--- src/rtl/uart_rxd_pkg.sv ---
// Shared UART definitions: baud constants, receiver state encoding and the
// 2-of-3 majority helper used by the bit sampler.
package uart_rxd_pkg;

   localparam int unsigned BAUD           = 32'd115200;
   localparam int unsigned SYS_CLK_PERIOD = 32'd50;
   // 1e9 ns / 115200 baud / 50 ns = 173 (truncated); one bit is BAUD_CNT_END+1 clocks
   localparam int unsigned BAUD_CNT_END   = 32'd1_000_000_000 / BAUD / SYS_CLK_PERIOD;

   typedef enum logic [1:0] {
      ST_IDLE  = 2'd0,
      ST_START = 2'd1,
      ST_DATA  = 2'd2,
      ST_STOP  = 2'd3
   } rx_state_e;

   function automatic logic maj3(input logic a, input logic b, input logic c);
      return (a & b) | (a & c) | (b & c);
   endfunction

endpackage

--- src/rtl/uart_rx_sync.sv ---
// Two-flop synchronizer for the asynchronous serial line plus a falling-edge
// detector; every stage resets to the idle (high) level so reset never fakes an edge.
module uart_rx_sync (
   input  logic SYS_CLK,
   input  logic RST_N,
   input  logic rxd_i,
   output logic rxd_s,
   output logic fall
);

   logic meta_q;
   logic sync_q;
   logic prev_q;

   // Synchronizer chain and one-cycle history of the synchronized line.
   always_ff @(posedge SYS_CLK or negedge RST_N) begin
      if (!RST_N) begin
         meta_q <= 1'b1;
         sync_q <= 1'b1;
         prev_q <= 1'b1;
      end else begin
         meta_q <= rxd_i;
         sync_q <= meta_q;
         prev_q <= sync_q;
      end
   end

   assign rxd_s = sync_q;
   assign fall  = prev_q & ~sync_q;

endmodule

--- src/rtl/uart_rxd.sv ---
// 8N1 UART receiver: centre-sampled 2-of-3 majority vote per bit, glitch
// rejection on the start bit, framing-error pulse, early return at mid-stop.
module uart_rxd #(
   parameter int unsigned BAUD_CNT_END = uart_rxd_pkg::BAUD_CNT_END,
   parameter int unsigned MID          = BAUD_CNT_END / 32'd2
) (
   input  logic       SYS_CLK,
   input  logic       RST_N,
   input  logic       Rxd,
   output logic [7:0] rx_data,
   output logic       rx_valid,
   output logic       rx_busy,
   output logic       frame_err
);

   import uart_rxd_pkg::*;

   localparam logic [15:0] CNT_END       = 16'(BAUD_CNT_END);
   localparam logic [15:0] SMP_LO        = 16'(MID - 32'd1);
   localparam logic [15:0] SMP_MID       = 16'(MID);
   localparam logic [15:0] SMP_HI        = 16'(MID + 32'd1);
   localparam logic [3:0]  LAST_DATA_CNT = 4'd8;

   logic        rxd_sync_s;
   logic        fall_s;
   logic        vote_s;
   logic        at_decide_s;

   rx_state_e   state_q;
   logic [15:0] baud_cnt_q;
   logic [15:0] baud_cnt_d;
   logic [3:0]  bit_cnt_q;
   logic [3:0]  bit_cnt_d;
   logic [7:0]  shift_q;
   logic        smp_lo_q;
   logic        smp_mid_q;
   logic [7:0]  rx_data_q;
   logic        rx_valid_q;
   logic        frame_err_q;
   logic        rx_busy_q;

   uart_rx_sync u_sync (
      .SYS_CLK (SYS_CLK),
      .RST_N   (RST_N),
      .rxd_i   (Rxd),
      .rxd_s   (rxd_sync_s),
      .fall    (fall_s)
   );

   // The third sample is taken live, so the vote is ready in the decision cycle.
   assign vote_s      = maj3(smp_lo_q, smp_mid_q, rxd_sync_s);
   assign at_decide_s = (baud_cnt_q == SMP_HI);

   // Baud and bit counters: held at zero in IDLE, bit_cnt steps on each baud wrap.
   always_comb begin
      baud_cnt_d = baud_cnt_q;
      bit_cnt_d  = bit_cnt_q;
      if (state_q == ST_IDLE) begin
         baud_cnt_d = 16'd0;
         bit_cnt_d  = 4'd0;
      end else if (baud_cnt_q == CNT_END) begin
         baud_cnt_d = 16'd0;
         bit_cnt_d  = bit_cnt_q + 4'd1;
      end else begin
         baud_cnt_d = baud_cnt_q + 16'd1;
         bit_cnt_d  = bit_cnt_q;
      end
   end

   // Receive FSM with registered data, strobes and busy flag.
   always_ff @(posedge SYS_CLK or negedge RST_N) begin
      if (!RST_N) begin
         state_q     <= ST_IDLE;
         baud_cnt_q  <= 16'd0;
         bit_cnt_q   <= 4'd0;
         shift_q     <= 8'h00;
         smp_lo_q    <= 1'b1;
         smp_mid_q   <= 1'b1;
         rx_data_q   <= 8'h00;
         rx_valid_q  <= 1'b0;
         frame_err_q <= 1'b0;
         rx_busy_q   <= 1'b0;
      end else begin
         rx_valid_q  <= 1'b0;
         frame_err_q <= 1'b0;
         baud_cnt_q  <= baud_cnt_d;
         bit_cnt_q   <= bit_cnt_d;
         if (baud_cnt_q == SMP_LO) begin
            smp_lo_q <= rxd_sync_s;
         end
         if (baud_cnt_q == SMP_MID) begin
            smp_mid_q <= rxd_sync_s;
         end

         case (state_q)
            ST_IDLE: begin
               if (fall_s) begin
                  state_q   <= ST_START;
                  rx_busy_q <= 1'b1;
               end
            end
            ST_START: begin
               if (at_decide_s) begin
                  if (vote_s) begin
                     state_q   <= ST_IDLE;
                     rx_busy_q <= 1'b0;
                  end else begin
                     state_q   <= ST_DATA;
                  end
               end
            end
            ST_DATA: begin
               if (at_decide_s) begin
                  // Shifting in from the top leaves the first (LSB) bit in shift_q[0].
                  shift_q <= {vote_s, shift_q[7:1]};
                  if (bit_cnt_q == LAST_DATA_CNT) begin
                     state_q <= ST_STOP;
                  end
               end
            end
            ST_STOP: begin
               if (at_decide_s) begin
                  state_q   <= ST_IDLE;
                  rx_busy_q <= 1'b0;
                  if (vote_s) begin
                     rx_data_q  <= shift_q;
                     rx_valid_q <= 1'b1;
                  end else begin
                     frame_err_q <= 1'b1;
                  end
               end
            end
            default: begin
               state_q   <= ST_IDLE;
               rx_busy_q <= 1'b0;
            end
         endcase
      end
   end

   assign rx_data   = rx_data_q;
   assign rx_valid  = rx_valid_q;
   assign rx_busy   = rx_busy_q;
   assign frame_err = frame_err_q;

endmodule

--- config.mk ---
export PLATFORM = sky130hd
export DESIGN_NAME = uart_rxd
export DESIGN_NICKNAME = d
export VERILOG_FILES = /design/src/rtl/uart_rxd_pkg.sv /design/src/rtl/uart_rx_sync.sv /design/src/rtl/uart_rxd.sv
export SDC_FILE = /design/constraint.sdc
export NUM_CORES = 1
export LEC_CHECK = 0
export ABC_AREA = 0
export CAP_MARGIN = 40
export CORE_UTILIZATION = 60
export CTS_CLUSTER_SIZE = 24
export DETAILED_ROUTE_END_ITERATION = 8
export MAX_ROUTING_LAYER = met4
export PLACE_DENSITY = 0.81
export SYNTH_ARGS = -nofsm -noshare
export SYNTH_HDL_FRONTEND = slang
export SYNTH_HIERARCHICAL = 1
export SYNTH_SLANG_ARGS = --single-unit
--- constraint.sdc ---
create_clock -name SYS_CLK -period 3.37 [get_ports SYS_CLK]
set_clock_uncertainty 0.15 [all_clocks]
set_input_delay 0.8425 -clock SYS_CLK [delete_from_list [all_inputs] [get_ports SYS_CLK]]
set_output_delay 0.8425 -clock SYS_CLK [all_outputs]
set_load 0.05 [all_outputs]
Word-level counts from Yosys, hierarchy flattened
Cells that the tools add are included.
W data, S select, Z words.

cells by class
  eq/ne operators = 14
  $add $sub $neg = 2
  bitwise logic cells = 7
  reduce and logical (&&, ||, !) cells = 7
  mux-type cells = 22

operators by type and width
  operator                 number
  $eq A16 B7 Y1 const B    3
  $mux W16                 2
  $add A16 B1 Y16 const B  1
  $eq A16 B8 Y1 const B    1
  $mux W2                  6
  $ne A2 B2 Y1 const B     6
  $mux W1                  10
  $reduce_and A5 Y1        2
  $mux W4                  2
  $pmux W2 S4              1
  $add A4 B1 Y4 const B    1
  $and A1 B1 Y1            4
  $eq A2 B2 Y1 const B     2
  $eq A4 B4 Y1 const B     1
  $pmux W1 S3              1
  $reduce_and A3 Y1        1
  $reduce_bool A3 Y1       1
  $eq A2 B1 Y1 const B     1
  $logic_not A2 Y1         1
  $or A1 B1 Y1             2
  $reduce_and A2 Y1        1
  $reduce_bool A2 Y1       1
  $not A1 Y1               1

word-level totals
  input port bits = 3
  word-level logic and storage cells = 65
  register bits = 46

Longest topological paths before layout
Gate-level depths: netlist (run 1).

  depth in word-level cells = 6
  gate-level depth with buffers = 9
  mapped depth without buffers = 6

Hierarchy
Netlist (run 1), hierarchy kept.

modules (own cells, without submodules)
  module        area each (µm²)  times used  cells an instance
  uart_rxd      2102.0           1           177
  uart_rx_sync  92.6             1           4

Least setup slack after synthesis (run 1)
OpenSTA, ideal clock, no wires.

  path kind = reg2reg
  from = register baud_cnt_q[0]
  to = register shift_q[0]
  arrival = 1.608 ns
  data required time = 3.095 ns
  slack = 1.487 ns
  buffers on the path = 0
  cell stages (with the launch flop) = 6
  cells stage by stage = dfrtp_1 ha_1 and4b_1 nand4_1 nor2_4 mux2_2

on the way
  longest elaborated chain between the ends = 2

RTL lines
  element                      RTL line         source
  from (decl)                  uart_rxd.sv:30   logic [15:0] baud_cnt_q;
  from (signal assigned)       uart_rxd.sv:86   baud_cnt_q <= baud_cnt_d;
  $eq A16 B7 Y1                uart_rxd.sv:52   assign at_decide_s = (baud_cnt_q == SMP_HI);
  $reduce_and A2 Y1 (no line)  -
  to (signal assigned)         uart_rxd.sv:115  shift_q <= {vote_s, shift_q[7:1]};
  to (decl)                    uart_rxd.sv:34   logic [7:0] shift_q;

Every way passes these cells.
A chain may end at the register's enable or synchronous reset.

Worst setup path in the final report (run 1)
  from = register rx_data_q[5] (netlist: rx_data[5])
  to = output rx_data[5]

RTL lines
  element                 RTL line         source
  from (decl)             uart_rxd.sv:37   logic [7:0] rx_data_q;
  from (signal assigned)  uart_rxd.sv:126  rx_data_q <= shift_q;
  to (decl)               uart_rxd.sv:10   output logic [7:0] rx_data,

No word-level cell between the ends.

==> results of run 1 <==
-- layout make-up --
type	instances	area share, %
clock buffer	5	1.563
multi-input combinational	120	39.40
clock inverter	3	0.9901
tap	46	2.397
sequential	46	48.20
inverter	9	1.407
timing repair buffer	14	6.045
-- worst paths after layout --
path                               start             end  slack (ps)
min in group SYS_CLK       u_sync/meta_q    u_sync/rxd_s         220
setup / recovery              rx_data[5]      rx_data[5]         790
setup reg to reg           baud_cnt_q[8]  baud_cnt_q[11]        1240
hold / removal                     RST_N       frame_err         150
max in group asynchronous          RST_N   u_sync/meta_q        2400
hold reg to reg            u_sync/meta_q    u_sync/rxd_s         220
-- sequential cells by signal, indices dropped and copies added (netlist names), named ones only --
signal and cells:
rx_data 8, shift_q 8, u_sync/prev_q 1, state_q 1, rx_busy 1, smp_mid_q 1
smp_lo_q 1, u_sync/rxd_s 1, bit_cnt_q 4, rx_valid 1, baud_cnt_q 16, frame_err 1
u_sync/meta_q 1
-- routing by layer --
metal  global-route usage, %  share of wire, %
met5                       -                 0
met4                   9.884               2.4
met3                   5.109               3.2
met2                   38.59                50
met1                   26.32                44
-- cell families (layout without fill, tap and decap cells) --
logic type | Yosys count | in the layout
AND/OR/NAND/NOR | 69 | 69
flip-flops | 46 | 46
multiplexers | 20 | 20
XOR/XNOR | 15 | 15
buffers and inverters | 15 | 31
AO/OA/AOI/OAI | 10 | 10
adder cells (fa/ha/maj) | 6 | 6
-- cell usage after synthesis (2+ instances only) --
master / count
nor3_1: 4
a21oi_1: 3
xnor2_1: 14
nor2_1: 24
inv_1: 9
ha_1: 5
dfrtp_1: 41
o21ai_0: 4
mux2_4: 8
nand3_1: 6
dfstp_2: 5
mux2_2: 10
nor4_1: 4
buf_6: 4
mux2i_1: 2
and4_1: 2
nor2b_1: 2
nand2_1: 5
nand4_1: 6
nor4_4: 2
-- cell usage in the layout, fill, tap and decap left out, drive strengths merged, types with 2 or more instances in the layout --
cell,instances
nor2b,3
inv,10
a21oi,3
buf,2
nand2,5
mux2i,2
dfrtp,41
clkdlybuf4s50,12
or2,2
nor2,25
nor4,6
and4,3
clkbuf,5
nand3,7
nand4,6
nor3,4
ha,5
mux2,18
clkinvlp,2
dfstp,5
xnor2,14
o21ai,4
-- power breakdown --
part | leakage [nW] | total [mW] | internal (mW) | switching, mW
Combinational | 0.461 | 0.175 | 0.0801 | 0.0952
Sequential | 0.602 | 0.681 | 0.604 | 0.0765
Clock | 0.0278 | 0.275 | 0.0836 | 0.192
-- metrics by stage --
step	std cells	power [mW]	hold WS [ps]
5_1_grt	243	1.190	147.5
2_1_floorplan	181	0.8197	195.2
3_5_place_dp	235	0.8636	203.8
6_report	243	1.131	150.9
3_3_place_gp	234	0.8417	199.7
4_1_cts	243	1.131	162.5
==> results.py, run 1 <==
metrics = {
    "job": {
        "maxCapViolations": 0,
    },
    "synthesis": {
        "yosysTopAreaCellShare_pct": 46.75,
        "synth_edf_count": 0,
        "synthMuxAreaShare_pct": 11.52,
        "synth_top_family_by_area": "simple AND/OR/NAND/NOR gates",
        "yosysWarnings": 6,
        "ys_seq_area_share_pct": 52.74,
        "synthesis.area_mm2": 0.002195,
        "netlist_instances": 181,
        "syn-num-nets": 189,
        "async_flop_share_pct": 100.0,
        "synth_compound_area_share_pct": 2.737,
        "synth_xor_area_share_pct": 5.986,
        "yosysUniqueCellTypes": 41,
        "ys_ff_latch": 46,
        "yosysTopAreaCell": "dfrtp_1",
        "synth_area_leaders": "dfrtp_1 (47%), dfstp_2 (6.0%), xnor2_1 (5.6%)",
        "ys.flop_type": "dfrtp_1",
        "syn_area_per_cell_um2": 12.12,
        "post_synth_and_or_nand_nor_area_fraction_pct": 19.56,
        "synth_fa_ha_area_share_pct": 3.307,
    },
    "clock_tree": {
        "cts.clk_slew.worst_paths_ps": 140,
        "cts_max_level": 2,
        "cts_tree": "done",
        "cts_root_buffer": "clkbuf_4",
        "clock_path_buffers": 2,
        "ctsResizeCount": 0,
        "clk_latency_ps": 380,
        "numCtsBuffers": 5,
        "cts.sinks": 46,
        "post_cts_buffers": 0,
        "hold_buffers": 0,
    },
    "min_path": {
        "hp-class": "input port to async pin",
    },
    "layout": {
        "postLayoutCellArea_mm2": 0.002401,
        "layout.nets": 204,
        "fillers": 256,
        "seq_area_mm2": 0.001157,
        "diodes": 0,
        "multi_input_area_um2": 945.9,
        "areaGrowthSynthToFinish_pct": 9.407,
        "drive_above_1_share_pct": 22.34,
        "final_util_pct": 70.29,
    },
    "timing": {
        "slew_viol_final": 0,
        "worst_pin_slew_ps": 524.5,
        "fin_setup_tns_ps": 0,
        "rsz0062_at_grt": "no",
        "setup_ws_ps": 793.4,
        "relSlewSlack_pct": 65.04,
        "period_share_pct": 76.46,
        "hold_viol": 0,
        "finalSetupViolations": 0,
        "post-route-min-period_ps": 2577,
        "fmax_mhz": 388.1,
    },
    "place": {
        "pre_cts_ws_ps": 1220,
        "placed_area_mm2": 0.002340,
        "routabilityCongestion": 0.7472,
        "portBuffers": 13,
        "detailed_place_hpwl_um": 2644,
    },
    "worst_setup_path": {
        "path_depth": 1,
        "crit_arrival_ps": 1580,
        "critical_path_class": "register to output pin",
        "cp_max_fo": 2,
        "critPathBufInv": 1,
        "worstPathRequired_ps": 2380,
        "cp_top_family": "buffers and inverters",
        "r2r_cells": 4,
        "cp-start-kind": "register",
        "crit_slowest_cell": "clkdlybuf4s50_1",
        "path_cells": "clkdlybuf4s50_1",
        "critPathCaptureType": "output pin",
        "cpPeakStageDelay_ps": 810,
    },
    "global_routing": {
        "track_usage_pct": 22.94,
        "globalRouteOverflowTotal": 0,
        "grt_pass1_vias": 1476,
        "grt_max_degree": 38,
        "grt_pass1_wl_um": 6706,
        "antenna_found_initial": 0,
    },
    "route": {
        "wl_per_cell_um": 15.30,
        "first_pass_iters": 4,
        "drtAntennaViolNets": 0,
        "drc_errors": 0,
        "wirelength_um": 3719,
        "vias": 1372,
        "via_per_inst": 5.646,
        "drt_iter0_drc": 54,
    },
    "floorplan": {
        "start_util_pct": 64.25,
        "pin_count": 14,
        "fp.dieH_um": 62.48,
        "die-area_mm2": 0.003904,
        "die_w_um": 62.48,
        "row_count": 21,
        "coreArea_mm2": 0.003416,
    },
    "power": {
        "power_density_mw_per_mm2": 471.0,
        "ir_worst_vdd_mv": 0.3605,
        "p_leak_nw": 1.090,
    },
    "outcome": {
        "run_status": "completed",
    },
}
Note: power is estimated with default switching activity, not from simulation.
==> run 2: changes to the inputs <==
--- a/config.mk
+++ b/config.mk
@@ -7,11 +7,11 @@
 export LEC_CHECK = 0
 export ABC_AREA = 0
 export CAP_MARGIN = 40
-export CORE_UTILIZATION = 60
+export CORE_UTILIZATION = 58
 export CTS_CLUSTER_SIZE = 24
 export DETAILED_ROUTE_END_ITERATION = 8
 export MAX_ROUTING_LAYER = met4
-export PLACE_DENSITY = 0.81
+export PLACE_DENSITY = 0.78
 export SYNTH_ARGS = -nofsm -noshare
 export SYNTH_HDL_FRONTEND = slang
 export SYNTH_HIERARCHICAL = 1
==> constraint.sdc (replaced) <==
create_clock -name SYS_CLK -period 2.7 [get_ports SYS_CLK]
set_clock_uncertainty 0.15 [all_clocks]
set_input_delay 0.675 -clock SYS_CLK [delete_from_list [all_inputs] [get_ports SYS_CLK]]
set_output_delay 0.675 -clock SYS_CLK [all_outputs]
set_load 0.05 [all_outputs]
==> run 2 against run 1 <==
Hold slack lost 110 ps. Critical endpoint unchanged. Combinational power is 20% higher. Register-to-register slack worse by 690 ps. Critical path depth is the same. Critical path type unchanged. Largest cell class unchanged.
==> results.py, run 2 (same netlist as run 1, synthesis figures left out) <==
metrics = {
    "worst_setup_path": {
        "cp_max_fo": 2,
        "cpPeakStageDelay_ps": 810,
        "r2r_cells": 4,
        "crit_arrival_ps": 1470,
        "worstPathRequired_ps": 1880,
        "critPathBufInv": 1,
        "r2r-end": "baud_cnt_q[7]",
        "cp-start-kind": "register",
        "critical_path_class": "register to output pin",
        "path_depth": 1,
        "r2r-start": "baud_cnt_q[9]",
        "path_cells": "clkdlybuf4s50_1",
        "critPathCaptureType": "output pin",
        "worstSetupStartpoint": "rx_data[5]",
        "r2r_setup_slack_ps": 550,
        "cp_top_family": "buffers and inverters",
        "critical_path.endpoint": "rx_data[5]",
        "crit_slowest_cell": "clkdlybuf4s50_1",
    },
    "timing": {
        "rsz0062_at_grt": "no",
        "finalSetupViolations": 0,
        "period_share_pct": 84.93,
        "setup_ws_ps": 406.9,
        "fmax_mhz": 436.1,
        "hold_viol": 0,
        "whs_ps": 37.20,
        "worst_pin_slew_ps": 563.9,
        "post-route-min-period_ps": 2293,
        "slew_viol_final": 0,
        "fin_setup_tns_ps": 0,
        "relSlewSlack_pct": 62.41,
    },
    "clock_tree": {
        "cts_root_buffer": "clkbuf_8",
        "post_cts_buffers": 0,
        "cts.sinks": 46,
        "ctsResizeCount": 0,
        "cts_tree": "done",
        "clk_latency_ps": 290,
        "cts.clk_slew.worst_paths_ps": 80,
        "hold_buffers": 0,
        "clock_path_buffers": 2,
        "cts_max_level": 2,
        "numCtsBuffers": 5,
    },
    "route": {
        "wl_per_cell_um": 15.12,
        "first_pass_iters": 4,
        "drtAntennaViolNets": 0,
        "drt_iter0_drc": 42,
        "vias": 1346,
        "via_per_inst": 5.516,
        "drc_errors": 0,
        "wirelength_um": 3690,
    },
    "power": {
        "ir_worst_vdd_mv": 0.4336,
        "finalPower_mw": 1.546,
        "power_density_mw_per_mm2": 632.9,
        "p_leak_nw": 1.121,
    },
    "job": {
        "maxCapViolations": 0,
    },
    "global_routing": {
        "globalRouteOverflowTotal": 0,
        "grt_max_degree": 24,
        "grt_pass1_vias": 1383,
        "antenna_found_initial": 0,
        "track_usage_pct": 21.68,
        "grt_pass1_wl_um": 6479,
    },
    "outcome": {
        "run_status": "completed",
    },
    "floorplan": {
        "row_count": 21,
        "pin_count": 14,
        "die-area_mm2": 0.004034,
        "die_w_um": 63.51,
        "fp.dieH_um": 63.51,
        "start_util_pct": 63.28,
        "coreArea_mm2": 0.003468,
    },
    "layout": {
        "final_util_pct": 70.45,
        "drive_above_1_share_pct": 22.73,
        "diodes": 0,
        "top_register": "baud_cnt_q",
        "fillers": 249,
        "multi_input_area_um2": 945.9,
        "final_cell_mix": "dfrtp_1 (41), nor2_1 (24), xnor2_1 (14), clkdlybuf4s50_1 (12), mux2_2 (10)",
        "final_common_cell": "dfrtp_1",
        "largest_reg_flops": 16,
        "areaGrowthSynthToFinish_pct": 11.35,
        "seq_area_mm2": 0.001157,
        "layout.nets": 205,
    },
    "place": {
        "detailed_place_hpwl_um": 2694,
        "routabilityCongestion": 0.7694,
        "pre_cts_ws_ps": 549.8,
        "portBuffers": 13,
    },
    "min_path": {
        "hp-class": "input port to async pin",
    },
}
## run 2: layout make-up
| cell class | instances | area share, % |
|---|---|---|
| Clock buffer | 5 | 2.816 |
| Multi-Input combinational cell | 120 | 38.71 |
| Inverter | 9 | 1.382 |
| Clock inverter | 3 | 1.639 |
| Tap cell | 46 | 2.355 |
| Sequential cell | 46 | 47.36 |
| Timing Repair Buffer | 15 | 5.735 |
## run 2: metal layers
metal / GRT usage, % / vias to the layer above / part of all wire (%)
met1: 26.83 / 655 / 46
met5: - / - / 0
li1: - / 658 / -
met2: 34.84 / 25 / 50
met4: 7.386 / 0 / 1.5
met3: 5.072 / 8 / 3.2
## run 2: where the power goes
group | switching, mW | internal, mW
Combinational | 0.111 | 0.0981
Clock | 0.218 | 0.272
Sequential | 0.0930 | 0.754
## run 2: how the worst min path moves through the flow
stage / startpoint / endpoint / slack, ps / cells past startpoint
floorplan: u_sync/meta_q / u_sync/rxd_s / 200 / 0
global placement: u_sync/meta_q / u_sync/rxd_s / 200 / 0
detailed placement: u_sync/meta_q / u_sync/rxd_s / 200 / 0
CTS: RST_N / bit_cnt_q[2] / 30 / 1
global route: RST_N / bit_cnt_q[2] / 30 / 1
finish: RST_N / bit_cnt_q[1] / 40 / 1
## run 2: through the flow
step                cell area [µm²]  cells
floorplan                      2195    181
global placement               2335    236
detailed placement             2335    236
CTS                            2444    244
global route                   2444    244
finish                         2444    244
==> run 3: changes to the inputs <==
==> constraint.sdc (replaced) <==
create_clock -name SYS_CLK -period 2.41 [get_ports SYS_CLK]
set_clock_uncertainty 0.15 [all_clocks]
set_input_delay 0.6025 -clock SYS_CLK [delete_from_list [all_inputs] [get_ports SYS_CLK]]
set_output_delay 0.6025 -clock SYS_CLK [all_outputs]
set_load 0.05 [all_outputs]
==> run 3 against run 2 <==
Critical path depth did not move. Global-route usage rose by 1.8 points. First-iteration DRC count rose by 130%. Sequential share of layout area rose by 0.19 points. Largest power group unchanged.
==> results.py, run 3 (same netlist as run 1, synthesis figures left out) <==
metrics = {
    "worst_setup_path": {
        "critPathCaptureType": "output pin",
        "crit_slowest_cell": "clkdlybuf4s50_1",
        "cp_max_fo": 2,
        "critical_path_class": "register to output pin",
        "cp_top_family": "buffers and inverters",
        "crit_arrival_ps": 1490,
        "cp-start-kind": "register",
        "path_cells": "clkdlybuf4s50_1",
        "worstPathRequired_ps": 1660,
        "cpPeakStageDelay_ps": 820,
        "critPathBufInv": 1,
    },
    "timing": {
        "period_share_pct": 92.98,
        "worst_pin_slew_ps": 570.4,
        "rsz0062_at_grt": "no",
        "relSlewSlack_pct": 61.98,
        "slew_viol_final": 0,
        "setup_ws_ps": 169.2,
        "post-route-min-period_ps": 2241,
        "fmax_mhz": 446.3,
        "finalSetupViolations": 0,
        "hold_viol": 0,
        "fin_setup_tns_ps": 0,
    },
    "place": {
        "detailed_place_hpwl_um": 2725,
        "pre_cts_ws_ps": 330.3,
        "portBuffers": 13,
        "routabilityCongestion": 0.7773,
    },
    "global_routing": {
        "grt_pass1_wl_um": 6817,
        "grt_max_degree": 25,
        "antenna_found_initial": 0,
        "globalRouteOverflowTotal": 0,
        "track_usage_pct": 23.52,
        "grt_pass1_vias": 1409,
    },
    "route": {
        "drc_errors": 0,
        "vias": 1343,
        "via_per_inst": 5.504,
        "drtAntennaViolNets": 0,
        "first_pass_iters": 4,
        "drt_iter0_drc": 96,
        "wl_per_cell_um": 15.72,
        "wirelength_um": 3836,
    },
    "clock_tree": {
        "clk_latency_ps": 300,
        "hold_buffers": 0,
        "post_cts_buffers": 0,
        "cts_root_buffer": "clkbuf_8",
        "numCtsBuffers": 5,
        "ctsResizeCount": 0,
        "cts_max_level": 2,
        "clock_path_buffers": 2,
        "cts_tree": "done",
        "cts.sinks": 46,
        "cts.clk_slew.worst_paths_ps": 80,
    },
    "layout": {
        "drive_above_1_share_pct": 22.22,
        "seq_area_mm2": 0.001157,
        "multi_input_area_um2": 945.9,
        "final_common_cell": "dfrtp_1",
        "top_register": "baud_cnt_q",
        "layout.nets": 205,
        "areaGrowthSynthToFinish_pct": 10.89,
        "largest_reg_flops": 16,
        "final_cell_mix": "dfrtp_1 (41), nor2_1 (24), xnor2_1 (14), clkdlybuf4s50_1 (12), mux2_2 (10)",
        "diodes": 0,
        "fillers": 259,
    },
    "power": {
        "power_density_mw_per_mm2": 674.3,
        "finalPower_mw": 1.641,
        "ir_worst_vdd_mv": 0.5135,
        "p_leak_nw": 1.113,
    },
    "floorplan": {
        "die_w_um": 63.51,
        "die-area_mm2": 0.004034,
        "row_count": 21,
        "start_util_pct": 63.28,
        "fp.dieH_um": 63.51,
        "pin_count": 14,
        "coreArea_mm2": 0.003468,
    },
    "outcome": {
        "run_status": "completed",
    },
    "min_path": {
        "hp-class": "input port to async pin",
    },
    "job": {
        "maxCapViolations": 0,
    },
}
## run 3: worst paths after layout
path                          startpoint             to  slack [ps]  cells after the start
setup / recovery              rx_data[2]     rx_data[2]         170                      1
hold / removal                     RST_N  baud_cnt_q[3]         140                      1
setup reg to reg           baud_cnt_q[0]     shift_q[3]         270                      5
hold reg to reg            u_sync/meta_q   u_sync/rxd_s         210                      0
max in group asynchronous          RST_N  u_sync/meta_q        1370                      2
min in group SYS_CLK       u_sync/meta_q   u_sync/rxd_s         210                      0
## run 3: cell type report
cell class / instances / share of cell area [%]
multi-input combinational: 120 / 38.87
sequential: 46 / 47.56
clock inverter: 2 / 0.5656
inverter: 9 / 1.388
clock buffer: 6 / 2.982
tap: 46 / 2.365
timing repair buffer: 15 / 6.272
## run 3: power by group
part | internal (mW) | leakage, nW | switching, mW | total, mW
clock | 0.205 | 0.0452 | 0.247 | 0.452
sequential | 0.844 | 0.602 | 0.107 | 0.952
combinational | 0.112 | 0.466 | 0.125 | 0.237
## run 3: layer usage
| layer | vias to the layer above | global-route usage [%] | part of all wire (%) |
|---|---|---|---|
| met4 | 0 | 9.943 | 0.70 |
| met5 | - | - | 0 |
| met2 | 22 | 37.23 | 51 |
| met3 | 2 | 5.072 | 2.5 |
| met1 | 664 | 29.10 | 46 |
| li1 | 655 | - | - |
## run 3: through the flow
stage | cell area [µm²] | hold slack, ps | utilization [%] | cells
after detailed placement | 2347 | 198.1 | 67.68 | 236
after CTS | 2434 | 149.2 | 70.17 | 244
after global placement | 2347 | 197.4 | 67.68 | 236
after global routing | 2434 | 174.9 | 70.17 | 244
final | 2434 | 144.0 | 70.17 | 244
after floorplan | 2195 | 156.9 | - | 181
